--- src/rtl/hbridge_pwm_dt_if.sv ---
// Control-side and gate-side signals of the H-bridge PWM block.
// master = control loop / stimulus side, slave = the PWM block.
interface hbridge_pwm_dt_if #(
    parameter int WIDTH    = 10,
    parameter int DT_WIDTH = 6
);
    logic                i_enable;
    logic [WIDTH-1:0]    i_duty_cycle;
    logic [DT_WIDTH-1:0] i_dead_time;
    logic                i_fault;
    logic                i_fault_clear;
    logic                o_a_high;
    logic                o_a_low;
    logic                o_b_high;
    logic                o_b_low;
    logic                o_period_start;
    logic                o_fault_latched;

    modport master (
        output i_enable, i_duty_cycle, i_dead_time, i_fault, i_fault_clear,
        input  o_a_high, o_a_low, o_b_high, o_b_low, o_period_start, o_fault_latched
    );

    modport slave (
        input  i_enable, i_duty_cycle, i_dead_time, i_fault, i_fault_clear,
        output o_a_high, o_a_low, o_b_high, o_b_low, o_period_start, o_fault_latched
    );
endinterface

--- src/rtl/hbridge_pwm_dt.sv ---
// Full H-bridge PWM with per-leg dead-time, period-boundary shadow registers and latched fault.
// Define CENTER_ALIGNED_EN for an up/down (center-aligned) counter; default is edge-aligned.
module hbridge_pwm_dt #(
    parameter int WIDTH    = 10,
    parameter int DT_WIDTH = 6
) (
    input  logic            i_clk,
    input  logic            i_reset_n,
    hbridge_pwm_dt_if.slave bus
);
    localparam logic [WIDTH-1:0]    CNT_MAX = '1;
    localparam logic [WIDTH-1:0]    CNT_ONE = WIDTH'(1);
    localparam logic [DT_WIDTH-1:0] DT_ONE  = DT_WIDTH'(1);

    logic [WIDTH-1:0]    cnt_q, cnt_d;
    logic [WIDTH-1:0]    duty_sh_q, duty_sh_d;
    logic [DT_WIDTH-1:0] dt_sh_q, dt_sh_d;
    logic                fault_q, fault_d;
    logic                period_start_q, period_start_d;
    logic                run_edge;
    logic                valley;
    logic                boundary;
    logic                cmd_a;

    // run_edge: the block keeps running across this edge (enabled, no latched or new fault)
    always_comb begin
        fault_d  = bus.i_fault | (fault_q & ~bus.i_fault_clear);
        run_edge = bus.i_enable & ~fault_q & ~bus.i_fault;
    end

`ifdef CENTER_ALIGNED_EN
    logic dir_up_q, dir_up_d;

    always_comb begin
        cnt_d    = '0;
        dir_up_d = 1'b1;
        if (run_edge) begin
            if (dir_up_q) begin
                if (cnt_q == CNT_MAX) begin
                    cnt_d    = cnt_q - CNT_ONE;
                    dir_up_d = 1'b0;
                end else begin
                    cnt_d    = cnt_q + CNT_ONE;
                end
            end else begin
                cnt_d    = cnt_q - CNT_ONE;
                dir_up_d = (cnt_q == CNT_ONE);
            end
        end
        valley   = (cnt_q == '0) && dir_up_q;
        boundary = (cnt_q == CNT_ONE) && !dir_up_q;
    end

    always_ff @(posedge i_clk or negedge i_reset_n) begin
        if (!i_reset_n) begin
            dir_up_q <= 1'b1;
        end else begin
            dir_up_q <= dir_up_d;
        end
    end
`else
    always_comb begin
        cnt_d    = run_edge ? (cnt_q + CNT_ONE) : '0;
        valley   = (cnt_q == '0);
        boundary = (cnt_q == CNT_MAX);
    end
`endif

    // Shadows follow the inputs while idle so a restart always uses the latest values
    always_comb begin
        duty_sh_d      = duty_sh_q;
        dt_sh_d        = dt_sh_q;
        period_start_d = run_edge & valley;
        if (!run_edge || boundary) begin
            duty_sh_d = bus.i_duty_cycle;
            dt_sh_d   = bus.i_dead_time;
        end
        cmd_a = (cnt_q < duty_sh_q);
    end

    always_ff @(posedge i_clk or negedge i_reset_n) begin
        if (!i_reset_n) begin
            cnt_q          <= '0;
            duty_sh_q      <= '0;
            dt_sh_q        <= '0;
            fault_q        <= 1'b0;
            period_start_q <= 1'b0;
        end else begin
            cnt_q          <= cnt_d;
            duty_sh_q      <= duty_sh_d;
            dt_sh_q        <= dt_sh_d;
            fault_q        <= fault_d;
            period_start_q <= period_start_d;
        end
    end

    // Leg 0 = A (follows cmd_a), leg 1 = B (complement).
    // off_q marks the all-off state so a restart is handled as a fresh transition.
    genvar gi;
    generate
        for (gi = 0; gi < 2; gi++) begin : g_leg
            logic                cmd;
            logic                high_q, high_d;
            logic                low_q, low_d;
            logic                tgt_q, tgt_d;
            logic                off_q, off_d;
            logic [DT_WIDTH-1:0] dtc_q, dtc_d;

            assign cmd = (gi == 0) ? cmd_a : ~cmd_a;

            always_comb begin
                high_d = 1'b0;
                low_d  = 1'b0;
                tgt_d  = tgt_q;
                off_d  = off_q;
                dtc_d  = dtc_q;
                if (!run_edge) begin
                    off_d = 1'b1;
                    tgt_d = 1'b0;
                    dtc_d = '0;
                end else if (off_q || (cmd != tgt_q)) begin
                    // New target: the on gate drops now; a change mid dead-time restarts the gap
                    tgt_d = cmd;
                    off_d = 1'b0;
                    if (dt_sh_q == '0) begin
                        high_d = cmd;
                        low_d  = ~cmd;
                        dtc_d  = '0;
                    end else begin
                        dtc_d = dt_sh_q;
                    end
                end else if (dtc_q <= DT_ONE) begin
                    high_d = tgt_q;
                    low_d  = ~tgt_q;
                    dtc_d  = '0;
                end else begin
                    dtc_d = dtc_q - DT_ONE;
                end
            end

            always_ff @(posedge i_clk or negedge i_reset_n) begin
                if (!i_reset_n) begin
                    high_q <= 1'b0;
                    low_q  <= 1'b0;
                    tgt_q  <= 1'b0;
                    off_q  <= 1'b1;
                    dtc_q  <= '0;
                end else begin
                    high_q <= high_d;
                    low_q  <= low_d;
                    tgt_q  <= tgt_d;
                    off_q  <= off_d;
                    dtc_q  <= dtc_d;
                end
            end
        end
    endgenerate

    assign bus.o_a_high        = g_leg[0].high_q;
    assign bus.o_a_low         = g_leg[0].low_q;
    assign bus.o_b_high        = g_leg[1].high_q;
    assign bus.o_b_low         = g_leg[1].low_q;
    assign bus.o_period_start  = period_start_q;
    assign bus.o_fault_latched = fault_q;

endmodule

--- src/flat_wrapper.sv ---
// flat-port wrapper written by rule: the top's interface ports become plain ports
module hbridge_pwm_dt_flat 
#(
    parameter int WIDTH    = 10,
    parameter int DT_WIDTH = 6
)
  (i_clk, i_reset_n, bus_i_enable, bus_i_duty_cycle, bus_i_dead_time, bus_i_fault, bus_i_fault_clear, bus_o_a_high, bus_o_a_low, bus_o_b_high, bus_o_b_low, bus_o_period_start, bus_o_fault_latched);
  hbridge_pwm_dt_if #(.WIDTH(WIDTH), .DT_WIDTH(DT_WIDTH)) bus_i ();
  input  logic i_clk;
  input  logic i_reset_n;
  input wire logic [$bits(bus_i.i_enable)-1:0] bus_i_enable;
  input wire logic [$bits(bus_i.i_duty_cycle)-1:0] bus_i_duty_cycle;
  input wire logic [$bits(bus_i.i_dead_time)-1:0] bus_i_dead_time;
  input wire logic [$bits(bus_i.i_fault)-1:0] bus_i_fault;
  input wire logic [$bits(bus_i.i_fault_clear)-1:0] bus_i_fault_clear;
  output wire logic [$bits(bus_i.o_a_high)-1:0] bus_o_a_high;
  output wire logic [$bits(bus_i.o_a_low)-1:0] bus_o_a_low;
  output wire logic [$bits(bus_i.o_b_high)-1:0] bus_o_b_high;
  output wire logic [$bits(bus_i.o_b_low)-1:0] bus_o_b_low;
  output wire logic [$bits(bus_i.o_period_start)-1:0] bus_o_period_start;
  output wire logic [$bits(bus_i.o_fault_latched)-1:0] bus_o_fault_latched;
  assign bus_i.i_enable = bus_i_enable;
  assign bus_i.i_duty_cycle = bus_i_duty_cycle;
  assign bus_i.i_dead_time = bus_i_dead_time;
  assign bus_i.i_fault = bus_i_fault;
  assign bus_i.i_fault_clear = bus_i_fault_clear;
  assign bus_o_a_high = bus_i.o_a_high;
  assign bus_o_a_low = bus_i.o_a_low;
  assign bus_o_b_high = bus_i.o_b_high;
  assign bus_o_b_low = bus_i.o_b_low;
  assign bus_o_period_start = bus_i.o_period_start;
  assign bus_o_fault_latched = bus_i.o_fault_latched;
  hbridge_pwm_dt #(.WIDTH(WIDTH), .DT_WIDTH(DT_WIDTH)) u_core (.i_clk(i_clk), .i_reset_n(i_reset_n), .bus(bus_i));
endmodule
--- config.mk ---
export PLATFORM = sky130hd
export DESIGN_NAME = hbridge_pwm_dt_flat
export DESIGN_NICKNAME = d
export VERILOG_FILES = /design/src/rtl/hbridge_pwm_dt_if.sv /design/src/rtl/hbridge_pwm_dt.sv /design/src/flat_wrapper.sv
export SDC_FILE = /design/constraint.sdc
export NUM_CORES = 1
export LEC_CHECK = 0
export BUFFER_PORTS_ARGS = -buffer_cell sky130_fd_sc_hd__buf_2
export CORE_UTILIZATION = 60
export CTS_BUF_LIST = sky130_fd_sc_hd__clkbuf_8
export CTS_CLUSTER_DIAMETER = 200
export DETAILED_ROUTE_END_ITERATION = 16
export GPL_TIMING_DRIVEN = 1
export PLACE_DENSITY = 0.81
export SLEW_MARGIN = 5
export SYNTH_ARGS = -nofsm -noshare
export SYNTH_HDL_FRONTEND = slang
export SYNTH_SLANG_ARGS = --single-unit
export TNS_END_PERCENT = 100
--- constraint.sdc ---
create_clock -name i_clk -period 2.6 [get_ports i_clk]
set_input_delay 0.52 -clock i_clk [delete_from_list [all_inputs] [get_ports i_clk]]
set_output_delay 0.52 -clock i_clk [all_outputs]
set_load 0.01 [all_outputs]
==> impl_metrics.toml, run 1 <==
[timing]
tightest_slew_ps = 652
finalCritPeriodShare = 0.926
rsz0062_at_grt = "false"
layout_setup_ws_ps = 193
finalSetupViolations = 0
hold_viol_final = 0
slew_viol_final = 0
max_freq_mhz = 415
finalSetupTns_ps = 0
fin_worst_skew_ps = 7.47
fin_crit_ps = 2410
relSlewSlack = 0.565

[global_route]
grt.total_usage = 0.251
grt_pass1_vias = 1851
overflow = 0
antenna_found_initial = 0
grt_start_max_net_pins = 25
grt_pass1_wl_um = 8180

[synthesis]
synth-edff-count = 0
synth-seq-cells = 48
syn_nets = 277
syn_area_um2 = 2460
ys_top_cells_by_area = "dfrtp_1, ha_1, nand2_1"
yosysSeqAreaShare = 0.489
synth_top_area_frac = 0.468
synthTopCellsByCount = "dfrtp_1, nand2_1, inv_1, nor2_1, ha_1"
async_flop_share = 1.00
syn_area_per_cell_um2 = 10.2
postSynthCellCount = 241
yosys.area.top_type = "dfrtp_1"
synth.yosys.warnings = 0
synth.most_common_cell = "dfrtp_1"
ys.flop_type = "dfrtp_1"
yosysUniqueCellTypes = 40

[flow_run]
maxCapViolCount = 0

[floorplanning]
start_util = 0.648
dieArea_um2 = 4360
row_count = 22
core_um2 = 3800
io-pin-count = 27
die_h_um = 66.0
fp.dieW_um = 66.0

[power]
p_comb_frac = 0.102
p_int_mw = 1.01
power_density_nw_per_um2 = 485
irDropWorstVdd_uv = 442
switching_power_mw = 0.312
clock_power_share = 0.301
total_leakage_power_nw = 1.35
pwr-share-seq = 0.597
switching_share = 0.236

[clocking]
cts_buffers = 5
post_cts_buffers = 0
h-tree-depth = 2
path_clk_slew_ps = 80
postCtsHoldBufs = 0
clock_sinks = 48
cts_tree = "done"
insertion_delay_ps = 300
cts_max_path_buffers = 2
root_buffer = "clkbuf_8"
cts_resized = 0

[layout]
post-route-util = 0.717
multi_input_area_um2 = 1140
nFillCells = 290
area_delta_synth_final_pct = 10.7
seqCellArea_um2 = 1200
num_antenna_cells = 0
nNetsFinal = 308
drive_gt1_frac = 0.199

[setup_path]
critPathArrivalTime_ps = 2560
startpoint = "u_core.cnt_q[8]"
path_class = "reg2reg"
worstReg2RegStart = "u_core.cnt_q[8]"
crit_required_ps = 2760
reg2reg_slack_ps = 190
path_max_fanout = 6
startpoint_type = "flop"
end_kind = "flop"

[place]
post-dp-hpwl_um = 3540
post-place-ws_ps = 132
place_congestion = 0.898
portBuffers = 26

[min_path]
hold_path_class = "in2async"

[drt]
post-route-drc-count = 0
drtPass1Iterations = 4
ant_nets = 0
routed_via_density = 5.58
wirelength_um = 4610
dr.first_iter.drc_count = 116
vias = 1786
routedWlPerCell_um = 14.4

[status]
status = "completed"
worst max-delay path: stages, from the launching register on:
cell	delay [ps]
dfrtp_1	440
ha_1	350
a21oi_2	140
nand2_1	70
a221oi_2	390
and2_2	330
mux2i_2	390
o22ai_1	150
power by group through the flow:
stage	clock network, mW	registers [mW]	logic [mW]
global placement	0	0.802	0.131
floorplan	0	0.800	0.0816
global route	0.435	0.792	0.157
finish	0.397	0.789	0.134
CTS	0.412	0.789	0.136
detailed placement	0	0.803	0.135
cell type report:
cell class                      instances  share of cell area
Timing Repair Buffer                   31              0.0616
Clock inverter                          2             0.00276
Multi-Input combinational cell        166               0.419
Inverter                               20              0.0276
Tap cell                               48              0.0221
Sequential cell                        48               0.442
Clock buffer                            5              0.0253
state kept, by name, summed over array words and instances, names as in the netlist:
register / flops
u_core.bus.o_a_high: 1
u_core.g_leg.dtc_q: 12
u_core.g_leg.tgt_q: 2
u_core.duty_sh_q: 10
u_core.g_leg.off_q: 2
u_core.bus.o_a_low: 1
u_core.bus.o_b_low: 1
u_core.dt_sh_q: 6
u_core.bus.o_period_start: 1
u_core.bus.o_b_high: 1
u_core.bus.o_fault_latched: 1
u_core.cnt_q: 10
routing by layer:
layer  vias up  GRT usage  share of wire
met4         0     0.0957          0.019
li1        891          -              -
met5         -          0              0
met1       828      0.333           0.44
met3        11     0.0431          0.064
met2        56      0.411           0.48
through the flow:
step | power, mW | hold slack (ps) | std cells | instance area [µm²]
floorplan | 0.881 | 224 | 241 | 2460
global route | 1.38 | 2.57 | 320 | 2720
finish | 1.32 | 3.33 | 320 | 2720
global placement | 0.933 | 318 | 313 | 2650
detailed placement | 0.939 | 322 | 313 | 2650
CTS | 1.34 | 0.546 | 320 | 2720
kinds of logic (layout without fill, tap and decap cells):
family / Yosys count / count (layout) / synth area share
compound gates: 35 / 35 / 0.0956
xor+xnor: 11 / 11 / 0.0392
fa+ha+maj: 15 / 15 / 0.0763
buf+inv: 27 / 58 / 0.0478
flops: 48 / 48 / 0.489
mux: 15 / 15 / 0.0712
simple gates: 90 / 90 / 0.181
final timing paths:
| kind | endpoint | depth (start not counted) |
|---|---|---|
| worst max-delay path | u_core.g_leg[0].dtc_q[0] | 7 |
| worst min-delay path | u_core.cnt_q[2] | 1 |
| worst max register to register | u_core.g_leg[0].dtc_q[0] | 7 |
| worst min register to register | u_core.bus.o_fault_latched | 1 |
| max in group asynchronous | u_core.g_leg[0].off_q | 2 |
| min in group i_clk | u_core.bus.o_fault_latched | 2 |
cell usage in the layout (no fill, tap or decap), types with 6 or more instances in the layout:
cell,instances
buf_2,26
ha_1,15
nor3_1,11
dfrtp_1,46
inv_1,22
a21oi_1,6
xnor2_1,6
or3_1,9
nand2_1,30
o21ai_0,11
mux2_2,7
nor2_1,17
mux2i_1,6
(Power assumes the default switching activity.)
==> run 2: changes to the inputs <==
--- a/config.mk
+++ b/config.mk
@@ -6,12 +6,12 @@
 export NUM_CORES = 1
 export LEC_CHECK = 0
 export BUFFER_PORTS_ARGS = -buffer_cell sky130_fd_sc_hd__buf_2
-export CORE_UTILIZATION = 60
-export CTS_BUF_LIST = sky130_fd_sc_hd__clkbuf_8
+export CORE_UTILIZATION = 58
+export CTS_BUF_LIST = sky130_fd_sc_hd__clkbuf_16
 export CTS_CLUSTER_DIAMETER = 200
 export DETAILED_ROUTE_END_ITERATION = 16
 export GPL_TIMING_DRIVEN = 1
-export PLACE_DENSITY = 0.81
+export PLACE_DENSITY = 0.79
 export SLEW_MARGIN = 5
 export SYNTH_ARGS = -nofsm -noshare
 export SYNTH_HDL_FRONTEND = slang
==> impl_metrics.toml, run 2 (same netlist as run 1, synthesis figures left out) <==
[status]
status = "completed"

[floorplanning]
fp.dieW_um = 67.1
row_count = 23
io-pin-count = 27
die_h_um = 67.1
dieArea_um2 = 4510
core_um2 = 4030
start_util = 0.611

[setup_path]
reg2reg_depth = 7
cp_num_cells = 7
startpoint = "u_core.cnt_q[8]"
reg2reg_slack_ps = 230
worstSetupEndpoint = "u_core.g_leg[0].dtc_q[2]"
critPathArrivalTime_ps = 2510
path_class = "reg2reg"
worstReg2RegStart = "u_core.cnt_q[8]"
crit_required_ps = 2740
path_buf_inv = 0
startpoint_type = "flop"
path_cells = "ha_1 > a21oi_2 > nand2_1 > a221oi_2 > and2_1 > mux2i_2 > o22ai_1"
end_kind = "flop"
cpLargestDelayFamily = "compound AO/OA/AOI/OAI gates"
cp_slowest_cell = "dfrtp_1"
path_max_fanout = 6
cp_slowest_stage_delay_ps = 430
r2r-end = "u_core.g_leg[0].dtc_q[2]"

[drt]
routedWlPerCell_um = 14.2
ant_nets = 0
routed_via_density = 5.54
drtPass1Iterations = 4
dr.first_iter.drc_count = 43
wirelength_um = 4580
post-route-drc-count = 0
vias = 1785

[place]
portBuffers = 26
post-dp-hpwl_um = 3420
place_congestion = 0.817
placed_area_um2 = 2650

[clocking]
cts_max_path_buffers = 2
root_buffer = "clkbuf_16"
path_clk_slew_ps = 60
insertion_delay_ps = 280
postCtsHoldBufs = 0
clock_sinks = 48
cts_tree = "done"
post_cts_buffers = 0
cts_resized = 0
cts_buffers = 5
h-tree-depth = 2

[global_route]
grt_pass1_wl_um = 7610
grt.total_usage = 0.234
grt_pass1_vias = 1705
antenna_found_initial = 0
overflow = 0
grt_start_max_net_pins = 22

[timing]
rsz0062_at_grt = "false"
finalSetupTns_ps = 0
relSlewSlack = 0.569
tightest_slew_ps = 645
finalCritPeriodShare = 0.911
max_freq_mhz = 422
whs_ps = 168
slew_viol_final = 0
fin_crit_ps = 2370
hold_viol_final = 0
finalSetupViolations = 0
fin_worst_skew_ps = 2.79

[power]
irDropWorstVdd_uv = 408
total_leakage_power_nw = 1.37
post-layout-total-power_mw = 1.52
power_density_nw_per_um2 = 545

[min_path]
hold_path_class = "in2async"

[layout]
top_regs = "u_core.g_leg.dtc_q (12), u_core.cnt_q (10), u_core.duty_sh_q (10)"
regMostFlops = "u_core.g_leg.dtc_q"
area_delta_synth_final_pct = 13.1
nNetsFinal = 308
post-route-util = 0.690
final_common_cell = "dfrtp_1"
num_antenna_cells = 0
stdcell_area_um2 = 2780
drive_gt1_frac = 0.199
final_cell_mix = "dfrtp_1, nand2_1, buf_2, inv_1, nor2_1"
largest_reg_flops = 12

[flow_run]
maxCapViolCount = 0
run 2: metal layers:
metal | global-route usage | routed length, µm
met1 | 0.318 | 2170
met5 | 0 | 0
met3 | 0.0394 | 184
met2 | 0.365 | 2120
met4 | 0.104 | 97
run 2: area by class of cell:
cell class,count,area [µm²]
repair buffers,31,168
clock buffers,5,125
well taps,50,62.6
fillers,323,1250
clock inverters,2,8.76
inverters,20,75.1
flip-flops and latches,48,1200
multi-input cells,166,1140
run 2: worst min-delay path by stage:
stage | start | to | slack, ps | cells after the start
global placement | i_reset_n | u_core.g_leg[1].dtc_q[1] | 480 | 1
finish | i_reset_n | u_core.g_leg[1].dtc_q[1] | 170 | 1
floorplan | i_reset_n | u_core.bus.o_a_high | 220 | 0
CTS | i_reset_n | u_core.g_leg[1].dtc_q[1] | 180 | 1
global route | i_reset_n | u_core.g_leg[1].dtc_q[0] | 210 | 1
detailed placement | i_reset_n | u_core.g_leg[1].dtc_q[1] | 480 | 1
run 2: per-stage QoR:
stage | cells | setup WS, ps
floorplan | 241 | 467
global placement | 315 | 381
detailed placement | 315 | 273
CTS | 322 | 257
global route | 322 | 67.7
finish | 322 | 232
run 2: power by group:
group | total [mW] | switching (mW) | leakage, nW | internal [mW]
Combinational | 0.132 | 0.0760 | 0.681 | 0.0559
Sequential | 0.790 | 0.0153 | 0.622 | 0.774
Clock | 0.594 | 0.249 | 0.0709 | 0.345
Total | 1.52 | 0.340 | 1.37 | 1.18
